File: src/rtl/vq_lbg_16x13_sdpram.sv
// Simple dual-port RAM holding the LBG vector-quantisation codebook: one write port, one read port, one clock.
// Latency: 1 cycle from rd_addr to rd_data, or 2 cycles when VQ_LBG_OUTPUT_REG_EN is defined.
// Backpressure: none. Writes are accepted on any edge with wr_en high, and the read port reads on every edge.
//
// Ports:
//   clk      - shared rising-edge clock for both ports
//   rst_n    - async active-low reset; clears only the read output register(s)
//   wr_data  - write data (DATA_WIDTH)
//   wr_addr  - write address (ADDR_WIDTH)
//   wr_en    - write strobe, active high; ignored while rst_n is low
//   rd_addr  - read address (ADDR_WIDTH); this port is always reading
//   rd_data  - registered read data (DATA_WIDTH)
//
// Optional build macro: VQ_LBG_OUTPUT_REG_EN adds a second output pipeline register.
module vq_lbg_16x13_sdpram #(
  parameter int ADDR_WIDTH = 8,
  parameter int DATA_WIDTH = 14
) (
  input  logic                  clk,
  input  logic                  rst_n,
  input  logic [DATA_WIDTH-1:0] wr_data,
  input  logic [ADDR_WIDTH-1:0] wr_addr,
  input  logic                  wr_en,
  input  logic [ADDR_WIDTH-1:0] rd_addr,
  output logic [DATA_WIDTH-1:0] rd_data
);

  localparam int DEPTH = 2 ** ADDR_WIDTH;

  // The array has no reset, so it can map onto a block RAM. Its contents survive rst_n.
  logic [DATA_WIDTH-1:0] mem [DEPTH];

  // RAM read register. It samples the array before this edge's write lands, so a
  // collision on the same address returns the old word (read-first).
  logic [DATA_WIDTH-1:0] rd_q;

  // rst_n gates the write so the codebook cannot be corrupted while the block is held in reset.
  always_ff @(posedge clk) begin
    if (wr_en && rst_n) begin
      mem[wr_addr] <= wr_data;
    end
  end

  always_ff @(posedge clk or negedge rst_n) begin
    if (!rst_n) begin
      rd_q <= '0;
    end else begin
      rd_q <= mem[rd_addr];
    end
  end

`ifdef VQ_LBG_OUTPUT_REG_EN
  // Extra output stage for timing closure. It delays everything, including collision results, by one cycle.
  logic [DATA_WIDTH-1:0] rd_q2;

  always_ff @(posedge clk or negedge rst_n) begin
    if (!rst_n) begin
      rd_q2 <= '0;
    end else begin
      rd_q2 <= rd_q;
    end
  end

  assign rd_data = rd_q2;
`else
  assign rd_data = rd_q;
`endif

endmodule

File: config.mk
export PLATFORM = sky130hd
export DESIGN_NAME = vq_lbg_16x13_sdpram
export DESIGN_NICKNAME = d
export VERILOG_FILES = /design/src/rtl/vq_lbg_16x13_sdpram.sv
export SDC_FILE = /design/constraint.sdc
export NUM_CORES = 2
export LEC_CHECK = 0
export CAP_MARGIN = 20
export CORE_MARGIN = 2
export CORE_UTILIZATION = 45
export DETAILED_ROUTE_END_ITERATION = 7
export PLACE_DENSITY = 0.72
export SLEW_MARGIN = 20
export SYNTH_ARGS = -nofsm -noshare
export SYNTH_HDL_FRONTEND = slang
export SYNTH_SLANG_ARGS = --single-unit
File: constraint.sdc
create_clock -name clk -period 4.4 [get_ports clk]
set_clock_uncertainty 0.05 [all_clocks]
set_input_delay 1.1 -clock clk [delete_from_list [all_inputs] [get_ports clk]]
set_output_delay 1.1 -clock clk [all_outputs]
set_load 0.005 [all_outputs]
==> results.py <==
metrics = {
    "hold_path": {
        "hold_path_class": "in2reg",
        "min-delay-start": "wr_data[9]",
        "worstHoldEndpoint": "mem[247][9]$_DFFE_PP_",
        "worstHoldPathCells": 1,
    },
    "final_layout": {
        "final_nets": 7015,
        "final_cell_mix": "edfxtp_1, mux4_2, buf_4, clkbuf_16, nor2_1",
        "synthToLayoutAreaGrowth_pct": 14.9,
        "mostFrequentLayoutCell": "edfxtp_1",
        "nFillCells": 23000,
        "fin_cells": 11400,
        "drive_above_1_share_pct": 26.1,
    },
    "floorplanning": {
        "die_area_um2": 313000,
        "pin_count": 47,
        "start_util_pct": 45.3,
        "die_h_um": 559,
        "die_w_um": 559,
        "coreArea_um2": 306000,
        "num_rows": 203,
    },
    "power_and_ir_drop": {
        "p_per_area_nw_per_um2": 451,
        "ir_drop_mv": 0.336,
        "p_leak_uw": 0.0508,
        "finalPower_uw": 72000,
    },
    "timing": {
        "final.setup.tns_ps": 0,
        "finalSetupViolations": 0,
        "rsz0062_at_grt": "no",
        "relSlewSlack_pct": 23.8,
        "hold_violations": 0,
        "finalCritPeriodShare_pct": 85.2,
        "max_freq_mhz": 267,
        "slew_viol_final": 0,
        "fin_crit_ps": 3750,
        "worstMarginPinSlew_ps": 1140,
    },
    "clock_tree": {
        "cts-root-buf": "clkbuf_16",
        "clock_sinks": 3598,
        "clk_pin_slew_ps": 60,
        "htreeDepth": 5,
        "numCtsBuffers": 360,
        "clkLatencyLatePin_ps": 910,
        "post_cts_resized": 0,
        "post-cts-setup-buffer-count": 0,
        "tritoncts": "yes",
        "cts_hold_buf": 0,
        "cts.path.max_buffers": 4,
    },
    "grt": {
        "antenna_found_initial": 25,
        "track_usage_pct": 23.0,
        "grt_pass1_vias": 70000,
        "grt_max_degree": 113,
        "grt_overflow": 0,
        "grt_pass1_wl_um": 520000,
    },
    "place": {
        "dpl.hpwl_um": 226000,
        "io_buffers": 46,
        "gp_congestion": 0.899,
        "place_inst": 10700,
    },
    "synth": {
        "synth_flop_cell": "edfxtp_1",
        "synth_edf_count": 3584,
        "syn_nets": 6321,
        "avgSynthCellArea_um2": 22.1,
        "synthArstFlopShare_pct": 0.389,
        "synth_cells": 6288,
        "synth_area_um2": 139000,
        "ys_seq_area_share_pct": 77.8,
        "ys.warnings.count": 0,
        "synth_seq_cells": 3598,
        "yosysUniqueCellTypes": 72,
    },
    "setup_path": {
        "r2r-end": "rd_data[11]$_DFF_PN0_",
        "cp-start-kind": "input port",
        "critPathCaptureType": "flip-flop",
        "r2r-start": "mem[219][11]$_DFFE_PP_",
        "startpoint": "rd_addr[6]",
        "reg2reg_depth": 6,
        "path_max_fanout": 11,
        "worstSetupPathType": "in2reg",
        "rrSetupSlack_ps": 1310,
        "crit_arrival_ps": 4470,
        "required_ps": 5120,
    },
    "status": {
        "status": "complete, no violations",
    },
    "job": {
        "cap_violations": 0,
    },
    "detailed_routing": {
        "drt_iter0_markers": 11300,
        "drc_errors": 0,
        "ant_nets": 0,
        "wirelength_um": 368000,
        "routedWlPerCell_um": 32.3,
        "route.vias.total": 71300,
        "vias_per_cell": 6.26,
        "firstDrtPassIters": 6,
    },
}
[per-stage QoR]
| stage | worst slack [ps] | cell area [µm²] | hold slack (ps) | util, % |
|---|---|---|---|---|
| floorplan | 1160 | 139000 | 714 | - |
| global placement | -385 | 148000 | 920 | 48.2 |
| detailed placement | -184 | 148000 | 913 | 48.2 |
| CTS | 759 | 159000 | 498 | 52.1 |
| global route | 649 | 159000 | 522 | 52.1 |
| finish | 652 | 160000 | 564 | 52.1 |
[logic make-up after synthesis]
family | Yosys count | synth area share (%)
compound gates | 709 | 3.61
buf+inv | 386 | 2.07
flops | 3598 | 77.8
mux | 1050 | 14.7
simple gates | 545 | 1.79
[flip-flops by register name (all words and copies together), names as in the netlist]
| name | flops |
|---|---|
| rd_data | 14 |
| mem | 3584 |
[cells in the mapped netlist (10+ instances only)]
| cell type | number | area, µm² |
|---|---|---|
| a221oi_1 | 30 | 263 |
| mux2i_1 | 279 | 2790 |
| a22o_1 | 31 | 272 |
| buf_2 | 85 | 425 |
| dfrtp_1 | 14 | 350 |
| nor2b_1 | 26 | 163 |
| mux4_1 | 104 | 2730 |
| nor3_1 | 39 | 195 |
| buf_12 | 26 | 521 |
| o221ai_1 | 70 | 613 |
| nor2_1 | 299 | 1120 |
| o22ai_1 | 100 | 626 |
| edfxtp_1 | 3584 | 108000 |
| buf_6 | 26 | 293 |
| a21oi_1 | 153 | 766 |
| buf_1 | 16 | 60.1 |
| o21ai_0 | 20 | 100 |
| buf_4 | 41 | 308 |
| nand3_1 | 44 | 220 |
| a211oi_1 | 22 | 165 |
| or3_1 | 13 | 81.3 |
| buf_8 | 37 | 556 |
| clkbuf_1 | 134 | 503 |
| mux4_2 | 660 | 14900 |
| nand2b_1 | 10 | 62.6 |
| nand2_1 | 48 | 180 |
| a22oi_1 | 226 | 1700 |
| nor4_1 | 28 | 175 |
[critical path, stage by stage]
cell and delay [ps]:
clkdlybuf4s50_1 730, buf_4 290, and3b_1 540, o221ai_1 280
o22ai_1 240, nor3_1 140, nor4_1 800, buf_4 280
nor4_1 50
[cell type report]
type                    count  area (µm²)  area share (%)
diodes                     18        45.0          0.0282
clock buffers             437        9440            5.92
clock inverters           215        2270            1.42
inverters                   4        15.0         0.00941
multi-input cells        2304       28000            17.6
flip-flops and latches   3598      108000            67.7
well taps                4100        5130            3.22
repair buffers            714        6590            4.13
[worst max path at each step]
stage | cells past startpoint | end
finish | 9 | rd_data[3]$_DFF_PN0_
global route | 8 | rd_data[11]$_DFF_PN0_
CTS | 8 | rd_data[11]$_DFF_PN0_
detailed placement | 8 | rd_data[11]$_DFF_PN0_
global placement | 9 | rd_data[12]$_DFF_PN0_
floorplan | 6 | mem[234][0]$_DFFE_PP_
[where the power goes]
part	total, µW	switching, µW	internal (µW)
registers	37800	92.4	37700
logic	3670	2350	1320
clock network	30400	12800	17600
[layer usage]
metal  wire length, µm  vias to the layer above  share of wire [%]  track usage, %
met4             16900                        6                4.6            9.55
met1            132000                    37500                 36            30.8
met5                34                        -             0.0092               0
met3             42000                      742                 11            5.14
met2            176000                     4820                 48            36.7
li1                  -                    28200                  -               -
(Power assumes the default switching activity.)
